[config.mk]
export PLATFORM = sky130hd
export DESIGN_NAME = jtframe_inputs_rec
export DESIGN_NICKNAME = d
export VERILOG_FILES = /design/src/rtl/jtframe_inputs_rec_pkg.sv /design/src/rtl/jtframe_inputs_rec_fifo.sv /design/src/rtl/jtframe_inputs_rec.sv
export SDC_FILE = /design/constraint.sdc
export NUM_CORES = 1
export LEC_CHECK = 0
export CAP_MARGIN = 10
export CORE_UTILIZATION = 28
export DETAILED_ROUTE_END_ITERATION = 6
export RECOVER_POWER = 50
export SLEW_MARGIN = 20
export SYNTH_ARGS = -nofsm -noshare
export SYNTH_HDL_FRONTEND = slang
export SYNTH_HIERARCHICAL = 1
export SYNTH_SLANG_ARGS = --single-unit
[constraint.sdc]
create_clock -name clk -period 3 [get_ports clk]
set_clock_uncertainty 0.2 [all_clocks]
set_input_delay 0.45 -clock clk [delete_from_list [all_inputs] [get_ports clk]]
set_output_delay 0.45 -clock clk [all_outputs]
set_load 0.02 [all_outputs]
[src/rtl/jtframe_inputs_rec_pkg.sv]
// Word layout and sample packing for the per-frame input recorder.
// Stored words are always active high; bits [15:12] carry the repeat count in RLE mode.
package jtframe_inputs_rec_pkg;

  localparam int WORD_W    = 16;
  localparam int DATA_W    = 12;
  localparam int COIN_LSB  = 0;
  localparam int START_LSB = 2;
  localparam int JOY_LSB   = 4;
  localparam int TEST_BIT  = 11;
  localparam int RLE_LSB   = 12;
  localparam int RLE_W     = 4;

  // Only the input bits that make it into the stored word are kept
  typedef struct packed {
    logic [1:0] coin;
    logic [1:0] start;
    logic [6:0] joy;
    logic       test;
  } sample_t;

  function automatic logic [DATA_W-1:0] pack_sample(input sample_t s);
    logic [DATA_W-1:0] w;
    w = '0;
    w[COIN_LSB  +: 2] = s.coin;
    w[START_LSB +: 2] = s.start;
    w[JOY_LSB   +: 7] = s.joy;
    w[TEST_BIT]       = s.test;
    return w;
  endfunction

endpackage

[src/rtl/jtframe_inputs_rec_fifo.sv]
// Small synchronous FIFO with flush; dout shows the head word combinationally.
// A push while full is ignored unless a pop happens in the same cycle.
module jtframe_inputs_rec_fifo #(
  parameter int AW = 2,
  parameter int DW = 16
) (
  input  logic          clk,
  input  logic          rst_n,
  input  logic          flush,
  input  logic          push,
  input  logic [DW-1:0] din,
  input  logic          pop,
  output logic [DW-1:0] dout,
  output logic          empty,
  output logic          full
);

  localparam int DEPTH = 1 << AW;
  localparam int CW    = AW + 1;

  logic [DW-1:0] mem_q [DEPTH];
  logic [AW-1:0] wr_ptr_q, rd_ptr_q;
  logic [CW-1:0] cnt_q, cnt_d;
  logic          do_push, do_pop;

  assign empty   = (cnt_q == '0);
  assign full    = cnt_q[AW];
  assign do_pop  = pop && !empty && !flush;
  assign do_push = push && (!full || do_pop) && !flush;
  assign cnt_d   = cnt_q + CW'(do_push) - CW'(do_pop);
  assign dout    = mem_q[rd_ptr_q];

  always_ff @(posedge clk or negedge rst_n) begin
    if (!rst_n) begin
      wr_ptr_q <= '0;
      rd_ptr_q <= '0;
      cnt_q    <= '0;
    end else if (flush) begin
      wr_ptr_q <= '0;
      rd_ptr_q <= '0;
      cnt_q    <= '0;
    end else begin
      if (do_push) wr_ptr_q <= wr_ptr_q + AW'(1);
      if (do_pop)  rd_ptr_q <= rd_ptr_q + AW'(1);
      cnt_q <= cnt_d;
    end
  end

  always_ff @(posedge clk) begin
    if (do_push) mem_q[wr_ptr_q] <= din;
  end

endmodule

[src/rtl/jtframe_inputs_rec.sv]
// Records one packed input word per frame (optionally run-length encoded) into memory
// through a small FIFO and a req/ack write port.
module jtframe_inputs_rec
  import jtframe_inputs_rec_pkg::*;
#(
  parameter int ACTIVE_LOW = 1,
  parameter int AW         = 14,
  parameter int RLE        = 0,
  parameter int FIFO_AW    = 2
) (
  input  logic          clk,
  input  logic          rst_n,
  input  logic          vs,
  input  logic          rec_en,
  input  logic [3:0]    game_coin,
  input  logic [3:0]    game_start,
  input  logic [9:0]    game_joy1,
  input  logic          game_test,
  output logic [AW-1:0] mem_addr,
  output logic [15:0]   mem_din,
  output logic          mem_we,
  input  logic          mem_ok,
  output logic [AW:0]   rec_words,
  output logic          full,
  output logic          ovf
);

  logic              vs_l_q, rec_en_l_q;
  logic              tick, rise, fall, cap;
  sample_t           samp_q, samp_d;
  logic              samp_vld_q, fall_q, flush_q;
  logic [DATA_W-1:0] samp_word;
  logic [DATA_W-1:0] pend_q, pend_d;
  logic [RLE_W-1:0]  pend_cnt_q, pend_cnt_d;
  logic              pend_vld_q, pend_vld_d;
  logic              push_vld;
  logic [WORD_W-1:0] push_dat, fifo_dout;
  logic              fifo_empty, fifo_full, fifo_flush, pop;
  logic [AW-1:0]     addr_q;
  logic [AW:0]       words_q;
  logic              full_q, ovf_q;
  logic              unused_bits;

  // Upper coin/start and joystick bits are not part of the stored word
  assign unused_bits = ^{game_coin[3:2], game_start[3:2], game_joy1[9:7]};

  assign tick = vs && !vs_l_q;
  assign rise = rec_en && !rec_en_l_q;
  assign fall = !rec_en && rec_en_l_q;
  assign cap  = tick && !rise && (rec_en || (RLE != 0 && fall));

  always_comb begin
    samp_d       = '0;
    samp_d.coin  = (ACTIVE_LOW != 0) ? ~game_coin[1:0]  : game_coin[1:0];
    samp_d.start = (ACTIVE_LOW != 0) ? ~game_start[1:0] : game_start[1:0];
    samp_d.joy   = (ACTIVE_LOW != 0) ? ~game_joy1[6:0]  : game_joy1[6:0];
    samp_d.test  = game_test;
  end

  assign samp_word = pack_sample(samp_q);

  // Packer: plain one-word-per-frame, or a pending word that absorbs repeats
  always_comb begin
    push_vld   = 1'b0;
    push_dat   = '0;
    pend_d     = pend_q;
    pend_cnt_d = pend_cnt_q;
    pend_vld_d = pend_vld_q;
    if (RLE == 0) begin
      push_vld = samp_vld_q;
      push_dat = {{RLE_W{1'b0}}, samp_word};
    end else if (samp_vld_q) begin
      if (pend_vld_q && samp_word == pend_q && pend_cnt_q != '1) begin
        pend_cnt_d = pend_cnt_q + RLE_W'(1);
      end else begin
        push_vld   = pend_vld_q;
        push_dat   = {pend_cnt_q, pend_q};
        pend_d     = samp_word;
        pend_cnt_d = '0;
        pend_vld_d = 1'b1;
      end
    end else if (flush_q && pend_vld_q) begin
      push_vld   = 1'b1;
      push_dat   = {pend_cnt_q, pend_q};
      pend_vld_d = 1'b0;
    end
    if (rise) begin
      push_vld   = 1'b0;
      pend_vld_d = 1'b0;
    end
  end

  always_ff @(posedge clk or negedge rst_n) begin
    if (!rst_n) begin
      vs_l_q     <= 1'b0;
      rec_en_l_q <= 1'b0;
      samp_q     <= '0;
      samp_vld_q <= 1'b0;
      fall_q     <= 1'b0;
      flush_q    <= 1'b0;
      pend_q     <= '0;
      pend_cnt_q <= '0;
      pend_vld_q <= 1'b0;
    end else begin
      vs_l_q     <= vs;
      rec_en_l_q <= rec_en;
      if (tick) samp_q <= samp_d;
      samp_vld_q <= cap;
      fall_q     <= fall;
      flush_q    <= fall_q && !rise;
      pend_q     <= pend_d;
      pend_cnt_q <= pend_cnt_d;
      pend_vld_q <= pend_vld_d;
    end
  end

  // Capacity reached keeps the FIFO drained so late words vanish without ovf
  assign fifo_flush = rise || full_q;
  assign mem_we     = !fifo_empty && !full_q;
  assign pop        = mem_we && mem_ok && !rise;

  jtframe_inputs_rec_fifo #(
    .AW (FIFO_AW),
    .DW (WORD_W)
  ) u_fifo (
    .clk   (clk),
    .rst_n (rst_n),
    .flush (fifo_flush),
    .push  (push_vld),
    .din   (push_dat),
    .pop   (pop),
    .dout  (fifo_dout),
    .empty (fifo_empty),
    .full  (fifo_full)
  );

  always_ff @(posedge clk or negedge rst_n) begin
    if (!rst_n) begin
      addr_q  <= '0;
      words_q <= '0;
      full_q  <= 1'b0;
      ovf_q   <= 1'b0;
    end else if (rise) begin
      addr_q  <= '0;
      words_q <= '0;
      full_q  <= 1'b0;
      ovf_q   <= 1'b0;
    end else begin
      if (pop) begin
        addr_q  <= addr_q + AW'(1);
        words_q <= words_q + (AW+1)'(1);
        if (&addr_q) full_q <= 1'b1;
      end
      if (push_vld && fifo_full && !pop && !full_q) ovf_q <= 1'b1;
    end
  end

  assign mem_addr  = addr_q;
  assign mem_din   = mem_we ? fifo_dout : '0;
  assign rec_words = words_q;
  assign full      = full_q;
  assign ovf       = ovf_q;

endmodule

== Word level (Yosys, flattened, before mapping) ==
Memory sizes are Yosys's and may differ from the RTL's.
Index checks and enable logic that the tools add are counted.

* Memories: 1
* RAM bits: 48
* Output and inout bits: 48
* Register bits: 53

* Reduce and logical (&&, ||, !) cells: 32
* Add/sub/neg operators: 6
* Mux-type cells: 18
* Bitwise logic cells: 3

{| class="wikitable"
|+ Memory list
! memory !! depth !! width !! read ports !! clocked after Yosys merged registers in !! wr ports !! line !! text
|-
| u_fifo.mem_q || 4 || 12 || 1 || 0 || 1 || jtframe_inputs_rec_fifo.sv:21 || <nowiki>logic [DW-1:0] mem_q [DEPTH];</nowiki>
|}

{| class="wikitable"
|+ Operator list
! operator !! count
|-
| $mux W15 || 2
|-
| $mux W14 || 2
|-
| $mux W16 || 1
|-
| $add A15 B1 Y15 const B || 1
|-
| $add A14 B1 Y14 const B || 1
|-
| $logic_and A1 B1 Y1 || 14
|-
| $reduce_and A14 Y1 || 1
|-
| $reduce_bool A2 Y1 || 5
|-
| $logic_not A1 Y1 || 8
|-
| $mux W1 || 8
|-
| $mux W2 || 4
|-
| $not A7 Y7 || 1
|-
| $add A2 B1 Y2 const B || 2
|-
| $not A2 Y2 || 2
|-
| $add A3 B1 Y3 || 1
|-
| $logic_not A3 Y1 || 1
|-
| $mux W3 || 1
|-
| $sub A3 B1 Y3 || 1
|-
| $logic_or A1 B1 Y1 || 2
|-
| $reduce_and A2 Y1 || 1
|}

== Logic depth before layout (Yosys ltp) ==
Gate-level depths: netlist of the first run.

* Depth in word-level cells: 13
* Depth in mapped cells: 15

== Modules after synthesis ==
The synthesis of the first run kept the hierarchy.

{| class="wikitable"
|+ Modules (own cells, without submodules)
! module !! cells an instance !! area an instance (um^2) !! times used
|-
| jtframe_inputs_rec_fifo || 131 || 2803.9 || 1
|-
| jtframe_inputs_rec || 228 || 2205.9 || 1
|}

== Worst setup path before layout of the first run ==
Ideal clock, no wire load.

* Path kind: input port to flip-flop
* Start: input rec_en
* End: register u_fifo.cnt_q[2]
* Arrival time: 2857 ps
* Cell stages on the path: 15
* Slack: -143 ps
* Buffers on the path: 2
* Data required time: 2714 ps
* Path through: nor2b_1 clkbuf_1 clkbuf_1 nor2_1 nor2b_1 nor3_1 inv_1 ha_1 inv_1 ha_1 inv_1 fa_1 xor2_1 and2_1 nor3_1

* Longest elaborated chain between the ends: 11
* Elaborated cells between the ends (all ways): 14

{| class="wikitable"
|+ RTL lines
! what !! line !! text
|-
| from (decl) || jtframe_inputs_rec.sv:14 || <nowiki>input logic rec_en,</nowiki>
|-
| $logic_and A1 B1 Y1 (*) || jtframe_inputs_rec.sv:48 || <nowiki>assign rise = rec_en && !rec_en_l_q;</nowiki>
|-
| $logic_not A1 Y1 (*) || jtframe_inputs_rec.sv:120 || <nowiki>assign pop = mem_we && mem_ok && !rise;</nowiki>
|-
| $logic_and A1 B1 Y1 (*) || jtframe_inputs_rec.sv:120 ||
|-
| named net pop || jtframe_inputs_rec.sv:38 || <nowiki>logic fifo_empty, fifo_full, fifo_flush, pop;</nowiki>
|-
| $logic_and A1 B1 Y1 (*) (2 in a row) || jtframe_inputs_rec_fifo.sv:28 || <nowiki>assign do_pop = pop && !empty && !flush;</nowiki>
|-
| $logic_or A1 B1 Y1 || jtframe_inputs_rec_fifo.sv:29 || <nowiki>assign do_push = push && (!full || do_pop) && !flush;</nowiki>
|-
| $logic_and A1 B1 Y1 (2 in a row) || jtframe_inputs_rec_fifo.sv:29 ||
|-
| $add A3 B1 Y3 || jtframe_inputs_rec_fifo.sv:30 || <nowiki>assign cnt_d = cnt_q + CW'(do_push) - CW'(do_pop);</nowiki>
|-
| $sub A3 B1 Y3 (*) || jtframe_inputs_rec_fifo.sv:30 ||
|-
| $mux W3 (*) || jtframe_inputs_rec_fifo.sv:38 || <nowiki>end else if (flush) begin</nowiki>
|-
| to (signal assigned) || jtframe_inputs_rec_fifo.sv:45 || <nowiki>cnt_q <= cnt_d;</nowiki>
|-
| to (decl) || jtframe_inputs_rec_fifo.sv:23 || <nowiki>logic [CW-1:0] cnt_q, cnt_d;</nowiki>
|}

The timed path passes the listed nets; every way through them passes the cells marked *.
A chain may end at the register's enable or synchronous reset.

==> impl_metrics.json, run 1 <==
{
  "p_leak_uw": 0.002589,
  "max_stage_delay_ns": 0.54,
  "yosys.area.top_type": "edfxtp_1",
  "core_um2": 17360,
  "netlist_instances": 359,
  "wl_per_cell_um": 14.63,
  "synth_area_um2": 5010,
  "cts_hold_buf": 0,
  "power.switching_uw": 1533,
  "n_antenna_cell": 0,
  "grt_max_degree": 54,
  "avgSynthCellArea_um2": 13.95,
  "maxSlewHeadroom": 0.03091,
  "synth.lib_cells_used.distinct": 45,
  "final_area_um2": 6664,
  "via_per_inst": 4.533,
  "yosysTopAreaCellShare": 0.3836,
  "status": "finished clean",
  "final_cells": 705,
  "holdWs_ns": 0.2760,
  "port_buffers": 64,
  "clockBufferDepth": 2,
  "crit_required_ns": 2.35,
  "max_freq_mhz": 346.0,
  "finalHoldViolCount": 0,
  "hpwl_mm": 6.697,
  "drt_iter0_markers": 120,
  "first_global_vias": 3321,
  "crit_path_end_kind": "output port",
  "ant_nets": 0,
  "gp_congestion": 0.7623,
  "startpoint_type": "flop",
  "power.share.combinational": 0.255,
  "slowest_stage": "clkdlybuf4s50_1",
  "num-nets-final": 500,
  "tightest_slew_ns": 1.454,
  "p_sw_frac": 0.3002,
  "clock-sinks": 117,
  "cts_buffers": 17,
  "yosysSeqAreaShare": 0.6484,
  "path_max_fanout": 16,
  "die_h_um": 135.8,
  "setup_viol": 0,
  "grt_overflow_total": 0,
  "final.period_utilization": 0.9634,
  "wirelength_mm": 10.32,
  "grt_first_pass_wirelength_mm": 17.05,
  "crit_chain": "buf_12 -> mux4_2 -> and2_1 -> clkdlybuf4s50_1",
  "clockRootBuffer": "clkbuf_16",
  "ctsResizeCount": 5,
  "postCtsSetupBuffers": 0,
  "die_area_um2": 18430,
  "io_pins": 72,
  "insertion_delay_ns": 0.41,
  "tritoncts": "yes",
  "ir_drop_mv": 0.4981,
  "intPower_uw": 3574,
  "maxCapViolCount": 0,
  "clkPwrFrac": 0.370,
  "share_seq_of_total_power": 0.374,
  "min_period_ns": 2.890,
  "slew_violations": 0,
  "holdCritPathClass": "primary input to async pin",
  "synth_seq_cells": 117,
  "ys_warn_count": 6,
  "grt_usage": 0.1251,
  "area.sequential_um2": 3251,
  "drc": 0,
  "htreeDepth": 4,
  "placed_cells": 673,
  "routed-via-count": 3196,
  "grt_antenna_before_repair": 0,
  "p_per_area_nw_per_um2": 766.4,
  "yosys-top-cells-area": "edfxtp_1 38%, dfrtp_1 26%, mux4_1 4.2%",
  "fill_cells": 1630,
  "cp.arrival_ns": 2.24,
  "drive_above_1_share": 0.1583,
  "die_x_um": 135.8,
  "num_rows": 48,
  "multiInputGateArea_um2": 1728,
  "worstSetupPathType": "flop to output port",
  "first_pass_iters": 6,
  "start_util": 0.2886,
  "area_growth_syn_to_layout_pct": 33.02,
  "clk_pin_slew_ns": 0.06,
  "placed_cell_area_um2": 6101
}
## Yosys cell counts (all sizes together)
library cell and instances:
a21oi 12, and2 26, and3 3, and4 2, and4bb 2, buf 6, clkbuf 9, conb 1
dfrtp 53, edfxtp 64, fa 1, ha 8, inv 6, mux2 1, mux4 16, nand2 28
nand2b 3, nand3 10, nand3b 1, nand4 11, nand4bb 1, nor2 29, nor2b 3, nor3 6
nor4 1, nor4b 1, o21ai 18, o21bai 1, o311ai 1, o31ai 3, o41ai 1, or3 7
or4 2, xnor2 5, xor2 17
## kinds of logic (layout without fill, tap and decap cells)
group           count (synthesis)  after routing  synth area share
mux                            17             17           0.08017
buf+inv                        21            127           0.02248
compound gates                 36             36           0.03946
xor+xnor                       22             22           0.03846
flops                         117            117            0.6484
simple gates                  136            136            0.1464
fa+ha+maj                       9              9           0.02398
other cells                     1             16         0.0007485
## path summary, 6_finish.rpt
path / startpoint / end / slack [ns] / cells past startpoint
worst max-delay path: u_fifo/rd_ptr_q[0] / mem_din[12] / 0.11 / 4
worst min-delay path: rst_n / rec_words[7] / 0.28 / 2
worst max register to register: u_fifo/cnt_q[1] / u_fifo/cnt_q[2] / 0.20 / 15
worst min register to register: push_dat[7] / u_fifo/mem_q[3][7] / 0.31 / 0
max in group asynchronous: rst_n / u_fifo/cnt_q[2] / 1.36 / 2
min in group clk: push_dat[7] / u_fifo/mem_q[3][7] / 0.31 / 0
## metrics by stage
step | TNS [ns] | total power [uW] | setup slack [ns] | utilization
2_1_floorplan | 0 | 2694 | 0.05214 | -
3_3_place_gp | -0.08191 | 3273 | -0.08191 | 0.3515
3_5_place_dp | -0.2183 | 3295 | -0.2183 | 0.3515
4_1_cts | 0 | 5175 | 0.001455 | 0.3831
5_1_grt | -0.002246 | 5368 | -0.002246 | 0.3839
6_report | 0 | 5107 | 0.1099 | 0.3839
## critical path, delay by kind of cell, from the launching register on
| kind | cells | cell delay (ns) |
|---|---|---|
| simple gates | 1 | 0.16 |
| flops | 1 | 0.43 |
| mux | 1 | 0.50 |
| buf+inv | 2 | 0.75 |
## routing by layer
layer,vias up,GRT usage,share of wire
li1,1517,-,-
met1,1591,0.1591,0.46
met2,80,0.2001,0.49
met3,8,0.03255,0.047
met4,0,0.05431,0.0093
met5,-,0,0
## cell type report
cell class / count / share of cell area
flip-flops and latches: 117 / 0.4878
multi-input cells: 236 / 0.2593
repair buffers: 89 / 0.1241
clock buffers: 17 / 0.06384
well taps: 225 / 0.04225
clock inverters: 15 / 0.01934
inverters: 6 / 0.003380
## power groups by stage
stage / Sequential [uW] / Combinational [uW] / Clock (uW)
3_3_place_gp: 1930 / 1340 / 0
2_1_floorplan: 1940 / 753 / 0
3_5_place_dp: 1940 / 1360 / 0
5_1_grt: 1930 / 1420 / 2010
4_1_cts: 1910 / 1340 / 1930
6_report: 1910 / 1300 / 1890
## flip-flops by register name (all words and copies together) (netlist names)
signal and cells:
u_fifo/mem_q 64, rec_words 15, mem_addr 14, push_dat 12, u_fifo/cnt_q 3, u_fifo/rd_ptr_q 2
u_fifo/wr_ptr_q 2, full 1, ovf 1, rec_en_l_q 1, samp_vld_q 1, vs_l_q 1
## cells in the final DEF, fill, tap and decap left out, types with 4 or more instances in the layout
| cell type | instances |
|---|---|
| a21oi_1 | 12 |
| and2_1 | 26 |
| buf_4 | 21 |
| clkbuf_16 | 17 |
| clkdlybuf4s50_1 | 54 |
| clkinvlp_4 | 5 |
| conb_1 | 16 |
| dfrtp_1 | 51 |
| dlygate4sd2_1 | 5 |
| edfxtp_1 | 64 |
| ha_1 | 8 |
| inv_1 | 6 |
| inv_6 | 4 |
| mux4_1 | 8 |
| mux4_2 | 8 |
| nand2_1 | 27 |
| nand3_1 | 10 |
| nand4_1 | 10 |
| nor2_1 | 28 |
| nor3_1 | 4 |
| o21ai_0 | 18 |
| or3_1 | 6 |
| xnor2_1 | 5 |
| xor2_1 | 17 |
Note: power is estimated with default switching activity, not from simulation.
==> run 2, diff against run 1 <==
--- a/config.mk
+++ b/config.mk
@@ -7,7 +7,9 @@
 export LEC_CHECK = 0
 export CAP_MARGIN = 10
 export CORE_UTILIZATION = 28
+export CTS_BUF_LIST = sky130_fd_sc_hd__clkbuf_8
 export DETAILED_ROUTE_END_ITERATION = 6
+export PLACE_DENSITY = 0.57
 export RECOVER_POWER = 50
 export SLEW_MARGIN = 20
 export SYNTH_ARGS = -nofsm -noshare
==> impl_metrics.json, run 2 (synthesis results as in run 1) <==
{
  "die_x_um": 135.8,
  "multiInputGateArea_um2": 1728,
  "top_register": "u_fifo/mem_q",
  "worstHoldEndpoint": "u_fifo/mem_q[1][4]",
  "num-nets-final": 504,
  "io_pins": 72,
  "r2r-start": "u_fifo/cnt_q[1]",
  "intPower_uw": 3054,
  "crit_required_ns": 2.35,
  "n_antenna_cell": 0,
  "grt_setup_unrepaired": "false",
  "die_area_um2": 18430,
  "tritoncts": "yes",
  "holdCritPathClass": "flop to flop",
  "die_h_um": 135.8,
  "min_period_ns": 2.901,
  "path_max_fanout": 16,
  "num_rows": 48,
  "tightest_slew_ns": 1.563,
  "placed_cell_area_um2": 6106,
  "status": "complete, but fails checks",
  "first_global_vias": 3292,
  "grt_first_pass_wirelength_mm": 16.75,
  "layout_commonest_cell": "edfxtp_1",
  "crit_path_end_kind": "output port",
  "gp_congestion": 0.7638,
  "ant_nets": 0,
  "final.period_utilization": 0.9670,
  "area_growth_syn_to_layout_pct": 29.82,
  "reg2reg_to": "u_fifo/cnt_q[2]",
  "maxCapViolCount": 1,
  "start_util": 0.2886,
  "p_sw_frac": 0.3248,
  "drt_iter0_markers": 199,
  "maxSlewHeadroom": -0.04178,
  "clockRootBuffer": "clkbuf_8",
  "fill_cells": 1636,
  "clkPwrFrac": 0.284,
  "slowest_stage": "clkdlybuf4s50_1",
  "cp.arrival_ns": 2.25,
  "htreeDepth": 4,
  "cts_buffers": 17,
  "worstSetupPathType": "flop to output port",
  "setup_viol": 0,
  "routed-via-count": 3176,
  "min_from": "push_dat[4]",
  "violations": "capacitance limit, slew limit",
  "drc": 0,
  "grt_antenna_before_repair": 0,
  "area.sequential_um2": 3251,
  "placed_cells": 672,
  "final_area_um2": 6504,
  "largest_reg_flops": 64,
  "share_seq_of_total_power": 0.424,
  "core_um2": 17360,
  "startpoint_type": "flop",
  "clock-sinks": 117,
  "setup_tns_ns": 0,
  "hpwl_mm": 6.837,
  "clockBufferDepth": 2,
  "grt_overflow_total": 0,
  "r2r_setup_slack_ns": 0.23,
  "final_cells": 709,
  "wl_per_cell_um": 14.52,
  "max_stage_delay_ns": 0.53,
  "max_freq_mhz": 344.7,
  "grt_max_degree": 30,
  "drive_above_1_share": 0.1674,
  "insertion_delay_ns": 0.43,
  "post-route-util": 0.3747,
  "worst_hold_path.num_cells": 0,
  "grt_usage": 0.1206,
  "power.switching_uw": 1469,
  "crit_chain": "buf_12 -> mux4_2 -> and2_1 -> clkdlybuf4s50_1",
  "wirelength_mm": 10.30,
  "clk_pin_slew_ns": 0.08,
  "layout_common_cells": "64 x edfxtp_1, 54 x clkdlybuf4s50_1, 51 x dfrtp_1",
  "finalHoldViolCount": 0,
  "via_per_inst": 4.480,
  "slew_violations": 27,
  "port_buffers": 64,
  "p_per_area_nw_per_um2": 695.5,
  "rr_worst_depth": 15,
  "ir_drop_mv": 0.3461,
  "power.share.combinational": 0.292,
  "p_leak_uw": 0.002524,
  "first_pass_iters": 6
}
[run 2: changes by cell type in the layout (fill, tap and decap cells not counted), moves of 2 or more]
cell / previous run / this run
clkinvlp_4: 5 / 2
inv_8: 0 / 2
buf_4: 21 / 23
clkbuf_16: 17 / 0
clkinv_2: 2 / 4
clkbuf_8: 0 / 17
clkinv_1: 2 / 0
[run 2: power groups by stage]
stage / sequential [uW] / clock, uW / combinational, uW
after global placement: 1950 / 0 / 1320
after global routing: 1940 / 1390 / 1440
after CTS: 1920 / 1320 / 1310
final: 1920 / 1280 / 1320
after detailed placement: 1950 / 0 / 1340
after floorplan: 1940 / 0 / 753
[run 2: worst max-delay path, delay by kind of cell, from the launching register on]
family        cells  cell delay, ns
buf+inv           2            0.73
mux               1            0.51
flops             1            0.43
simple gates      1            0.15
[run 2: cell type report]
cell class / count / share of cell area
multi-input combinational: 236 / 0.2657
inverter: 6 / 0.003463
sequential: 117 / 0.4998
clock buffer: 17 / 0.03598
clock inverter: 15 / 0.01828
timing repair buffer: 93 / 0.1335
tap: 225 / 0.04329
[run 2: through the flow]
step	total power [uW]	hold slack (ns)	setup slack (ns)
after CTS	4555	0.2683	0.009800
after floorplan	2694	-0.04559	0.05214
after global placement	3273	0.2849	-0.09030
after global routing	4761	0.3415	0.001028
final	4523	0.3126	0.09901
after detailed placement	3294	0.3067	-0.2140
[run 2: metal layers]
layer  wire, um  vias up  GRT usage  part of all wire
met5          0        -          0                 0
met4        112        0    0.04494             0.011
met3        209        8    0.02843             0.020
met2       5412       37     0.2089              0.53
met1       4562     1606     0.1447              0.44
li1           -     1525          -                 -
[run 2: worst max path at each step]
stage | start | endpoint | slack (ns) | cells after the start
3_3_place_gp | rec_en | u_fifo/cnt_q[2] | -0.09 | 14
4_1_cts | u_fifo/rd_ptr_q[0] | mem_din[6] | 0.01 | 4
3_5_place_dp | rec_en | u_fifo/cnt_q[2] | -0.21 | 14
5_1_grt | u_fifo/cnt_q[2] | u_fifo/cnt_q[2] | 0.001 | 15
6_report | u_fifo/rd_ptr_q[0] | mem_din[13] | 0.1 | 4
2_1_floorplan | rec_en | u_fifo/cnt_q[2] | 0.05 | 15
[run 2: timing repair]
item / 4_1_cts / 5_1_grt
hold buffers: 1 / 0
setup endpoints to repair: 6 / 8
buffers inserted: 0 / 4
gates resized for setup: 6 / 8
endpoints found under the hold margin: 24 / 0
==> run 3, diff against run 2 <==
--- a/config.mk
+++ b/config.mk
@@ -6,6 +6,7 @@
 export NUM_CORES = 1
 export LEC_CHECK = 0
 export CAP_MARGIN = 10
+export CORE_ASPECT_RATIO = 0.5
 export CORE_UTILIZATION = 28
 export CTS_BUF_LIST = sky130_fd_sc_hd__clkbuf_8
 export DETAILED_ROUTE_END_ITERATION = 6
==> impl_metrics.json, run 3 (synthesis results as in run 1) <==
{
  "holdCritPathClass": "flop to flop",
  "grt_first_pass_wirelength_mm": 16.17,
  "die_x_um": 191.2,
  "cp.arrival_ns": 2.23,
  "post-route-util": 0.3799,
  "drt_iter0_markers": 127,
  "min_period_ns": 2.878,
  "placed_cells": 686,
  "p_per_area_nw_per_um2": 729.3,
  "tritoncts": "yes",
  "port_buffers": 64,
  "first_pass_iters": 4,
  "grt_max_degree": 30,
  "wirelength_mm": 10.29,
  "area_growth_syn_to_layout_pct": 32.27,
  "wl_per_cell_um": 14.32,
  "r2r_setup_slack_ns": 0.23,
  "maxSlewHeadroom": 0.08924,
  "ant_nets": 0,
  "worstSetupPathType": "flop to output port",
  "max_freq_mhz": 347.5,
  "ir_drop_mv": 0.3298,
  "tightest_slew_ns": 1.366,
  "fill_cells": 1681,
  "max_stage_delay_ns": 0.55,
  "layout_commonest_cell": "edfxtp_1",
  "clockBufferDepth": 2,
  "cp_top_family": "buffers and inverters",
  "clock-sinks": 117,
  "cp-endpoint": "mem_din[2]",
  "hpwl_mm": 6.811,
  "slew_violations": 0,
  "io_pins": 72,
  "drive_above_1_share": 0.1526,
  "status": "finished clean",
  "final.period_utilization": 0.9593,
  "crit_cells": 4,
  "via_per_inst": 4.332,
  "htreeDepth": 4,
  "num-nets-final": 505,
  "r2r-start": "u_fifo/cnt_q[1]",
  "die_area_um2": 18460,
  "core_um2": 17440,
  "final_cells": 719,
  "grt_overflow_total": 0,
  "grt_antenna_before_repair": 0,
  "crit_path_end_kind": "output port",
  "p_leak_uw": 0.002615,
  "largest_reg_flops": 64,
  "grt_usage": 0.1183,
  "clk_pin_slew_ns": 0.08,
  "insertion_delay_ns": 0.41,
  "setup_viol": 0,
  "maxCapViolCount": 0,
  "gp_congestion": 0.7451,
  "rr_worst_depth": 15,
  "layout_common_cells": "64 x edfxtp_1, 54 x clkdlybuf4s50_1, 52 x dfrtp_1",
  "die_h_um": 96.59,
  "finalHoldViolCount": 0,
  "reg2reg_to": "u_fifo/cnt_q[2]",
  "drc": 0,
  "clockRootBuffer": "clkbuf_8",
  "routed-via-count": 3115,
  "cts_buffers": 17,
  "start_util": 0.2872,
  "slowest_stage": "mux4_1",
  "grt_setup_unrepaired": "true",
  "crit_chain": "buf_8 -> mux4_1 -> and2_1 -> clkdlybuf4s50_1",
  "cp-startpoint": "u_fifo/rd_ptr_q[0]",
  "top_register": "u_fifo/mem_q",
  "crit_buf_inv": 2,
  "n_antenna_cell": 0,
  "startpoint_type": "flop",
  "crit_required_ns": 2.35,
  "first_global_vias": 3059,
  "num_rows": 34,
  "path_max_fanout": 15
}
## run 3: repair_timing
item                                    4_1_cts  5_1_grt
setup buffers                                 0        0
resized for setup                             1       11
hold buffers                                  1        0
endpoints found under the hold margin        11        0
endpoints found under the setup margin       12       10
pin swaps                                     0        0
## run 3: worst register-to-register path, stage by stage (launching register included)
cell and delay [ns]:
dfrtp_2 0.45, nor3_2 0.21, nor2_1 0.08, nand2_1 0.10, nor2_2 0.05, nor2b_1 0.20, nor3_2 0.07, inv_1 0.06
ha_1 0.21, inv_1 0.06, ha_1 0.13, inv_1 0.04, fa_1 0.37, xor2_1 0.16, and2_1 0.16, nor3_1 0.12
## run 3: where the power goes
| part | internal (uW) | leakage [uW] | switching (uW) |
|---|---|---|---|
| clock | 950 | 0.000221 | 665 |
| combinational | 658 | 0.00111 | 662 |
| sequential | 1800 | 0.00128 | 95.0 |
| total | 3410 | 0.00262 | 1420 |
## run 3: worst min-delay path by stage
stage	from	to	slack, ns	cells after the start
2_1_floorplan	rst_n	full	-0.05	0
3_3_place_gp	rst_n	mem_addr[4]	0.15	1
3_5_place_dp	rst_n	mem_addr[4]	0.15	1
4_1_cts	rst_n	mem_addr[4]	0.23	2
5_1_grt	ovf	ovf	0.35	2
6_report	push_dat[1]	u_fifo/mem_q[0][1]	0.32	0
## run 3: final cells by class
cell class              count  area, um2  share of cell area
repair buffers             94      900.9              0.1360
clock inverters            13      181.4             0.02738
clock buffers              19      261.5             0.03946
inverters                   6      22.52            0.003399
multi-input cells         236       1718              0.2593
flip-flops and latches    117       3249              0.4904
well taps                 234      292.8             0.04418
## run 3: layer usage
| metal | GRT usage | share of wire | wire [um] |
|---|---|---|---|
| met1 | 0.1579 | 0.49 | 5092 |
| met2 | 0.1875 | 0.47 | 4848 |
| met3 | 0.03106 | 0.031 | 314 |
| met4 | 0.04167 | 0.0036 | 37 |
| met5 | 0 | 0 | 0 |
## run 3: through the flow
step / cell area [um2] / total power (uW) / hold WS (ns) / setup TNS, ns / setup slack (ns)
after floorplan: 5074 / 2694 / -0.04559 / 0 / 0.05214
after global placement: 6155 / 3266 / 0.1506 / -0.09393 / -0.09393
after CTS: 6611 / 4911 / 0.2270 / 0 / 0.01232
final: 6626 / 4833 / 0.3195 / 0 / 0.1220
after detailed placement: 6155 / 3286 / 0.1481 / -0.1967 / -0.1967
after global routing: 6626 / 5087 / 0.3506 / -0.01231 / -0.01231
